$ cat src/rtl/counter_checker_sat_counter.sv
// Saturating event counter with synchronous clear.
// Latency: one cycle from inc/clear to count.
// Backpressure: none; clear together with inc yields 1 so the new event is kept.
// Ports: clk, reset (sync, active-low), inc, clear, count[Width-1:0].
module sat_counter #(
  parameter int Width = 16
) (
  input  logic             clk,
  input  logic             reset,
  input  logic             inc,
  input  logic             clear,
  output logic [Width-1:0] count
);

  localparam logic [Width-1:0] MaxVal = '1;

  always_ff @(posedge clk) begin
    if (!reset) begin
      count <= '0;
    end else if (clear) begin
      count <= inc ? Width'(1) : '0;
    end else if (inc && (count != MaxVal)) begin
      count <= count + Width'(1);
    end
  end

endmodule

$ cat config.mk
export PLATFORM = sky130hd
export DESIGN_NAME = sat_counter
export DESIGN_NICKNAME = d
export VERILOG_FILES = /design/src/rtl/counter_checker_sat_counter.sv
export SDC_FILE = /design/constraint.sdc
export NUM_CORES = 1
export LEC_CHECK = 0
export CAP_MARGIN = 10
export CORE_UTILIZATION = 40
export DETAILED_ROUTE_END_ITERATION = 10
export GPL_ROUTABILITY_DRIVEN = 0
export PLACE_DENSITY = 0.78
export SYNTH_ARGS = -nofsm -noshare
export SYNTH_HDL_FRONTEND = slang
export SYNTH_SLANG_ARGS = --single-unit
$ cat constraint.sdc
create_clock -name clk -period 1.8 [get_ports clk]
set_input_delay 0.18 -clock clk [delete_from_list [all_inputs] [get_ports clk]]
set_output_delay 0.18 -clock clk [all_outputs]
set_load 0.01 [all_outputs]
; Word-level counts from Yosys, hierarchy flattened
; Index checks and enable logic that the tools add are counted.
[classes]
add_sub_neg = 1
eq_ne = 1
n_mux = 3
reduce_logical = 2
[ops]
columns = op, count
row1 = 2-to-1 mux 16 bit, 2
row2 = "adder 16 x 1 -> 16 bit, second input constant", 1
row3 = "!= test 16 bit, second input constant", 1
row4 = nonzero test 2 bit, 1
row5 = logical AND 1 bit, 1
row6 = 2-to-1 mux 1 bit, 1
[word_totals]
register_bits = 16
in_bits = 4
out_inout_bits = 16
wordCells = 8

; Longest topological paths before layout
[logic_depth]
depth_word = 4
mapped_depth = 6
ltp_nobuf = 5

; Least setup slack after synthesis
; Ideal clock, no wire load.
[synth_timing]
path_type = flip-flop to flip-flop
start = register count[0]
end = register count[10]
setup_time_ns = 0.070
t_arrival_ns = 1.748
required_time_ns = 1.730
path_slack_ns = -0.019
path_stages_with_launch = 7
n_path_buf = 1
synth_period_minus_slack_ns = 1.819
cell_sequence = dfxtp_1 -> ha_1 -> nand2_1 -> or3_1 -> buf_2 -> or4_1 -> a21oi_1
[synth_between]
elab_chain_len = 3
elab_cells_between_ends = 6
cone_classes = add/sub: 1 / eq/ne: 1 / mux: 2 / reduce/logical: 2
[synth_lines]
columns = item, line
row1 = from (decl), 12  ; output logic [Width-1:0] count
row2 = from (signal assigned), 21  ; count <= inc ? Width'(1) : '0;
row3 = from (signal assigned), 23  ; count <= count + Width'(1);
row4 = adder 16 x 1 -> 16 bit or != test 16 bit (tied branches), "23, 22"
row5 = 2-to-1 mux 16 bit or logical AND 1 bit (tied branches), 22  ; end else if (inc && (count != MaxVal)) begin
row6 = 2-to-1 mux 16 bit or nonzero test 2 bit (tied branches), -
; Several ways; a longest one is shown, not always the timed one. The select of a mux whose other input is x is not followed.
; A chain may end at the register's enable or synchronous reset.

; Final worst setup path
[layout_timing]
start = register count[0]
end = register count[8]
; Same word-level chain as after synthesis.

==> flow_summary.html <==
<table>
<tr><th>Metric</th><th>Value</th></tr>
<tr><th colspan="2">Outcome</th></tr>
<tr><td>Run status</td><td>complete, no violations</td></tr>
<tr><th colspan="2">Clock network</th></tr>
<tr><td>Post-CTS repair timing setup buffer count</td><td>0</td></tr>
<tr><td>Worst-skew pair later-pin latency</td><td>0.30 ns</td></tr>
<tr><td>Clk buf depth</td><td>2</td></tr>
<tr><td>Root buffer cell</td><td>clkbuf_4</td></tr>
<tr><td>CTS Sinks</td><td>16</td></tr>
<tr><td>Clock tree from TritonCTS</td><td>yes</td></tr>
<tr><td>Clk slew on worst S/H paths</td><td>0.10 ns</td></tr>
<tr><td>H-tree Lvls</td><td>1</td></tr>
<tr><td>Number of buffers created by CTS</td><td>3</td></tr>
<tr><th colspan="2">Routing</th></tr>
<tr><td>Sum of routed wire length over all layers</td><td>2159 µm</td></tr>
<tr><td>Via count normalized by instance count</td><td>5.823</td></tr>
<tr><td>Via count of the routed design</td><td>920</td></tr>
<tr><td>Number of iterations in the first detailed-routing pass</td><td>4</td></tr>
<tr><td>Final ANT Viol Nets</td><td>0</td></tr>
<tr><td>Initial detailed-routing violation count</td><td>13</td></tr>
<tr><td>Post-detailed-route wirelength per cell</td><td>13.66 µm</td></tr>
<tr><td>Final routed DRC violation total</td><td>0</td></tr>
<tr><th colspan="2">Timing</th></tr>
<tr><td>Final Max Slew Viols</td><td>0</td></tr>
<tr><td>Highest attainable clock frequency</td><td>577.6 MHz</td></tr>
<tr><td>Minimum setup slack in the final design</td><td>0.06860 ns</td></tr>
<tr><td>Count of final hold-check violations</td><td>0</td></tr>
<tr><td>Ratio of final minimum period to clock period</td><td>96.19%</td></tr>
<tr><td>Final setup violation count</td><td>0</td></tr>
<tr><td>Unrepaired setup endpoints after global routing</td><td>no</td></tr>
<tr><td>Slew @ Worst Pin</td><td>0.5251 ns</td></tr>
<tr><td>Clock skew</td><td>0.004907 ns</td></tr>
<tr><td>Crit path time final</td><td>1.731 ns</td></tr>
<tr><td>Slew HR</td><td>64.72%</td></tr>
<tr><th colspan="2">GRT</th></tr>
<tr><td>Aggregate global routing overflow</td><td>0</td></tr>
<tr><td>Number of global-route vias before repair</td><td>831</td></tr>
<tr><td>All-layer global routing usage</td><td>22.41%</td></tr>
<tr><td>Wire length of the first global-routing pass</td><td>3594 µm</td></tr>
<tr><td>Maximum number of pins on one net before global-route repair</td><td>12</td></tr>
<tr><td>Number of antenna violations at the first check in global routing</td><td>0</td></tr>
<tr><th colspan="2">Floorplan</th></tr>
<tr><td>Die outline height</td><td>47.71 µm</td></tr>
<tr><td>Core footprint</td><td>0.001962 mm²</td></tr>
<tr><td>Core Rows</td><td>16</td></tr>
<tr><td>Die outline area</td><td>0.002276 mm²</td></tr>
<tr><td>Die extent in x</td><td>47.71 µm</td></tr>
<tr><td>Starting utilization of the core area</td><td>42.60%</td></tr>
<tr><td>I/O pin cnt</td><td>20</td></tr>
<tr><th colspan="2">Logic synthesis</th></tr>
<tr><td>Cell taking the most area after synthesis</td><td>dfxtp_1</td></tr>
<tr><td>Post-synthesis cell count</td><td>98</td></tr>
<tr><td>Most area-consuming cells after synthesis</td><td>dfxtp_1, a21oi_1, or4_1, nand3_1, o31ai_1</td></tr>
<tr><td>Flip-flop and latch count after synthesis</td><td>16</td></tr>
<tr><td>Synth top area share</td><td>38.32%</td></tr>
<tr><td>Yosys synthesis warning count</td><td>0</td></tr>
<tr><td>Count of different cell masters after synthesis</td><td>31</td></tr>
<tr><td>Netlist area before placement</td><td>835.8 µm²</td></tr>
<tr><td>Synthesized Nets</td><td>103</td></tr>
<tr><td>Part of the Yosys area used for sequential elements</td><td>38.32%</td></tr>
<tr><td>Syn_area_per_cell</td><td>8.529 µm²</td></tr>
<tr><th colspan="2">Setup path</th></tr>
<tr><td>Slack of the worst reg-to-reg path</td><td>0.07 ns</td></tr>
<tr><td>CP required</td><td>2.02 ns</td></tr>
<tr><td>Startpoint type of the worst setup path</td><td>flip-flop</td></tr>
<tr><td>Depth of the most critical reg-to-reg path</td><td>5</td></tr>
<tr><td>Category of the critical setup timing path</td><td>reg -&gt; reg</td></tr>
<tr><td>Capturing element type of the critical path</td><td>flip-flop</td></tr>
<tr><td>Critical path peak fanout</td><td>5</td></tr>
<tr><td>Worst path cell trace</td><td>ha_2 &gt; nand2_1 &gt; or3_4 &gt; or4_1 &gt; a21oi_1</td></tr>
<tr><td>FF-to-FF End</td><td>count[8]</td></tr>
<tr><td>Crit path largest cell delay</td><td>0.48 ns</td></tr>
<tr><td>Cell with the largest stage delay on the worst path</td><td>or4_1</td></tr>
<tr><td>Launch instance of the worst register-to-register path</td><td>count[0]</td></tr>
<tr><td>Data arrival at the endpoint of the critical path</td><td>1.96 ns</td></tr>
<tr><th colspan="2">Min path</th></tr>
<tr><td>Number of cells traversed by the worst hold path</td><td>2</td></tr>
<tr><td>Hold Path Class</td><td>reg -&gt; reg</td></tr>
<tr><td>Start point of the worst hold path</td><td>count[4]</td></tr>
<tr><td>Endpoint, Worst Hold</td><td>count[4]</td></tr>
<tr><th colspan="2">Cells and area</th></tr>
<tr><td>Post-route non-filler standard cell count</td><td>158</td></tr>
<tr><td>Largest register FFs</td><td>16</td></tr>
<tr><td>Final std cell area, no fill</td><td>0.001195 mm²</td></tr>
<tr><td>Final core utilization</td><td>60.91%</td></tr>
<tr><td>Register name with the most flops</td><td>count</td></tr>
<tr><td>Registers with the most flip-flops</td><td>count: 16 flops</td></tr>
<tr><td>Area Overhead vs Synth</td><td>42.96%</td></tr>
<tr><td>Number of antenna diodes</td><td>0</td></tr>
<tr><td>Net count of the finished layout</td><td>137</td></tr>
<tr><td>Share of cells above drive strength 1</td><td>19.08%</td></tr>
<tr><th colspan="2">Place</th></tr>
<tr><td>Placed Cells incl. Taps</td><td>154</td></tr>
<tr><td>Number of port buffers</td><td>19</td></tr>
<tr><td>HPWL after DPL</td><td>1605 µm</td></tr>
<tr><td>Instance area after placement</td><td>0.001149 mm²</td></tr>
<tr><td>Worst slack at placement</td><td>-0.05257 ns</td></tr>
<tr><th colspan="2">Power and ir drop</th></tr>
<tr><td>Power per cell area</td><td>534.1 mW/mm²</td></tr>
<tr><td>Worst VDD drop</td><td>0.3411 mV</td></tr>
<tr><td>Leakage power figure</td><td>0.3961 nW</td></tr>
<tr><th colspan="2">Run</th></tr>
<tr><td>Max-cap viol count</td><td>0</td></tr>
</table>
-- through the flow --
step                total power (W)  hold WS [ns]  TNS (ns)
finish                    0.0006382        0.5164         0
global route              0.0006607        0.5378         0
CTS                       0.0006426        0.5311         0
detailed placement        0.0003997        0.5134   -0.1733
global placement          0.0003983        0.4996  -0.06198
floorplan                 0.0003798        0.3142         0
-- layout make-up --
cell class / count / area, µm²
tap: 27 / 33.78
inverter: 4 / 15.01
fill: 193 / 767.0
multi-input combinational: 74 / 490.5
clock buffer: 4 / 36.28
sequential: 16 / 324.1
timing repair buffer: 33 / 295.3
-- report_power, final --
part	total [W]	switching (W)	internal, W
clock network	0.000246	0.000123	0.000124
logic	0.0000329	0.0000155	0.0000174
registers	0.000359	0.00000281	0.000356
total	0.000638	0.000141	0.000497
-- synthesized netlist by cell type --
| cell type | number |
|---|---|
| clkbuf_1 | 2 |
| o21a_1 | 1 |
| or3_1 | 3 |
| o211a_1 | 2 |
| mux2i_1 | 1 |
| nand3b_1 | 1 |
| a41oi_1 | 1 |
| ha_1 | 1 |
| a31o_1 | 1 |
| o31a_1 | 1 |
| o41ai_1 | 1 |
| nand3_1 | 9 |
| nor4_2 | 1 |
| a21oi_1 | 11 |
| nand4_4 | 1 |
| nor2_1 | 2 |
| nand2b_1 | 2 |
| o31ai_1 | 6 |
| inv_1 | 4 |
| nand4_1 | 3 |
| and4_1 | 1 |
| o21bai_1 | 1 |
| nor3b_1 | 1 |
| buf_2 | 2 |
| nor3_1 | 4 |
| or4_1 | 7 |
| nor4_1 | 2 |
| nand2_1 | 5 |
| o21ai_0 | 4 |
| nor2b_1 | 1 |
| dfxtp_1 | 16 |
-- how the worst max path moves through the flow --
stage                endpoint      from
finish               count[8]  count[0]
CTS                  count[8]  count[0]
global route         count[8]  count[0]
floorplan           count[10]  count[1]
global placement     count[9]       inc
detailed placement   count[8]       inc
-- cell usage in the layout, fill, tap and decap left out --
| master | count |
|---|---|
| clkdlybuf4s50_1 | 19 |
| nor3_1 | 4 |
| inv_1 | 4 |
| nand2b_1 | 2 |
| nand3b_1 | 1 |
| nand3_1 | 9 |
| nor2b_1 | 1 |
| dfxtp_2 | 3 |
| buf_4 | 14 |
| clkbuf_4 | 3 |
| nor4_2 | 1 |
| a31o_1 | 1 |
| a21oi_1 | 11 |
| nand2_1 | 5 |
| clkbuf_8 | 1 |
| nor2_1 | 2 |
| or3_1 | 2 |
| nor4_1 | 2 |
| o21bai_1 | 1 |
| o21ai_0 | 4 |
| nand4_4 | 1 |
| dfxtp_1 | 13 |
| o211a_1 | 2 |
| o21a_1 | 1 |
| mux2i_1 | 1 |
| o31ai_1 | 6 |
| ha_2 | 1 |
| a41oi_1 | 1 |
| or3_4 | 1 |
| nand4_1 | 3 |
| nor3b_1 | 1 |
| o41ai_1 | 1 |
| o31a_1 | 1 |
| and4_1 | 1 |
| or4_1 | 7 |
-- worst max-delay path: cells and delay by family, from the launching register on --
family / cells / cell delay, ns
DFF: 1 / 0.39
AOI/OAI and AO/OA: 1 / 0.16
and+or+nand+nor: 3 / 0.91
adders and majority gates: 1 / 0.21
-- kinds of logic (layout without fill, tap and decap cells) --
group / Yosys count / in the layout / synth area share [%]
buf+inv: 8 / 41 / 3.892
compound gates: 29 / 29 / 22.76
mux: 1 / 1 / 1.198
fa+ha+maj: 1 / 1 / 1.497
simple gates: 43 / 43 / 32.34
flops: 16 / 16 / 38.32
-- metal layers --
layer	global-route usage, %	wire length [µm]
met4	10.56	28
met2	35.95	1074
met1	29.38	952
met3	3.396	103
met5	0	0
-- repair_timing --
item | 4_1_cts | 5_1_grt
gates resized for setup | 0 | 4
endpoints found under the setup margin | 0 | 2
hold buffers | 0 | 0
Note: power is estimated with default switching activity, not from simulation.
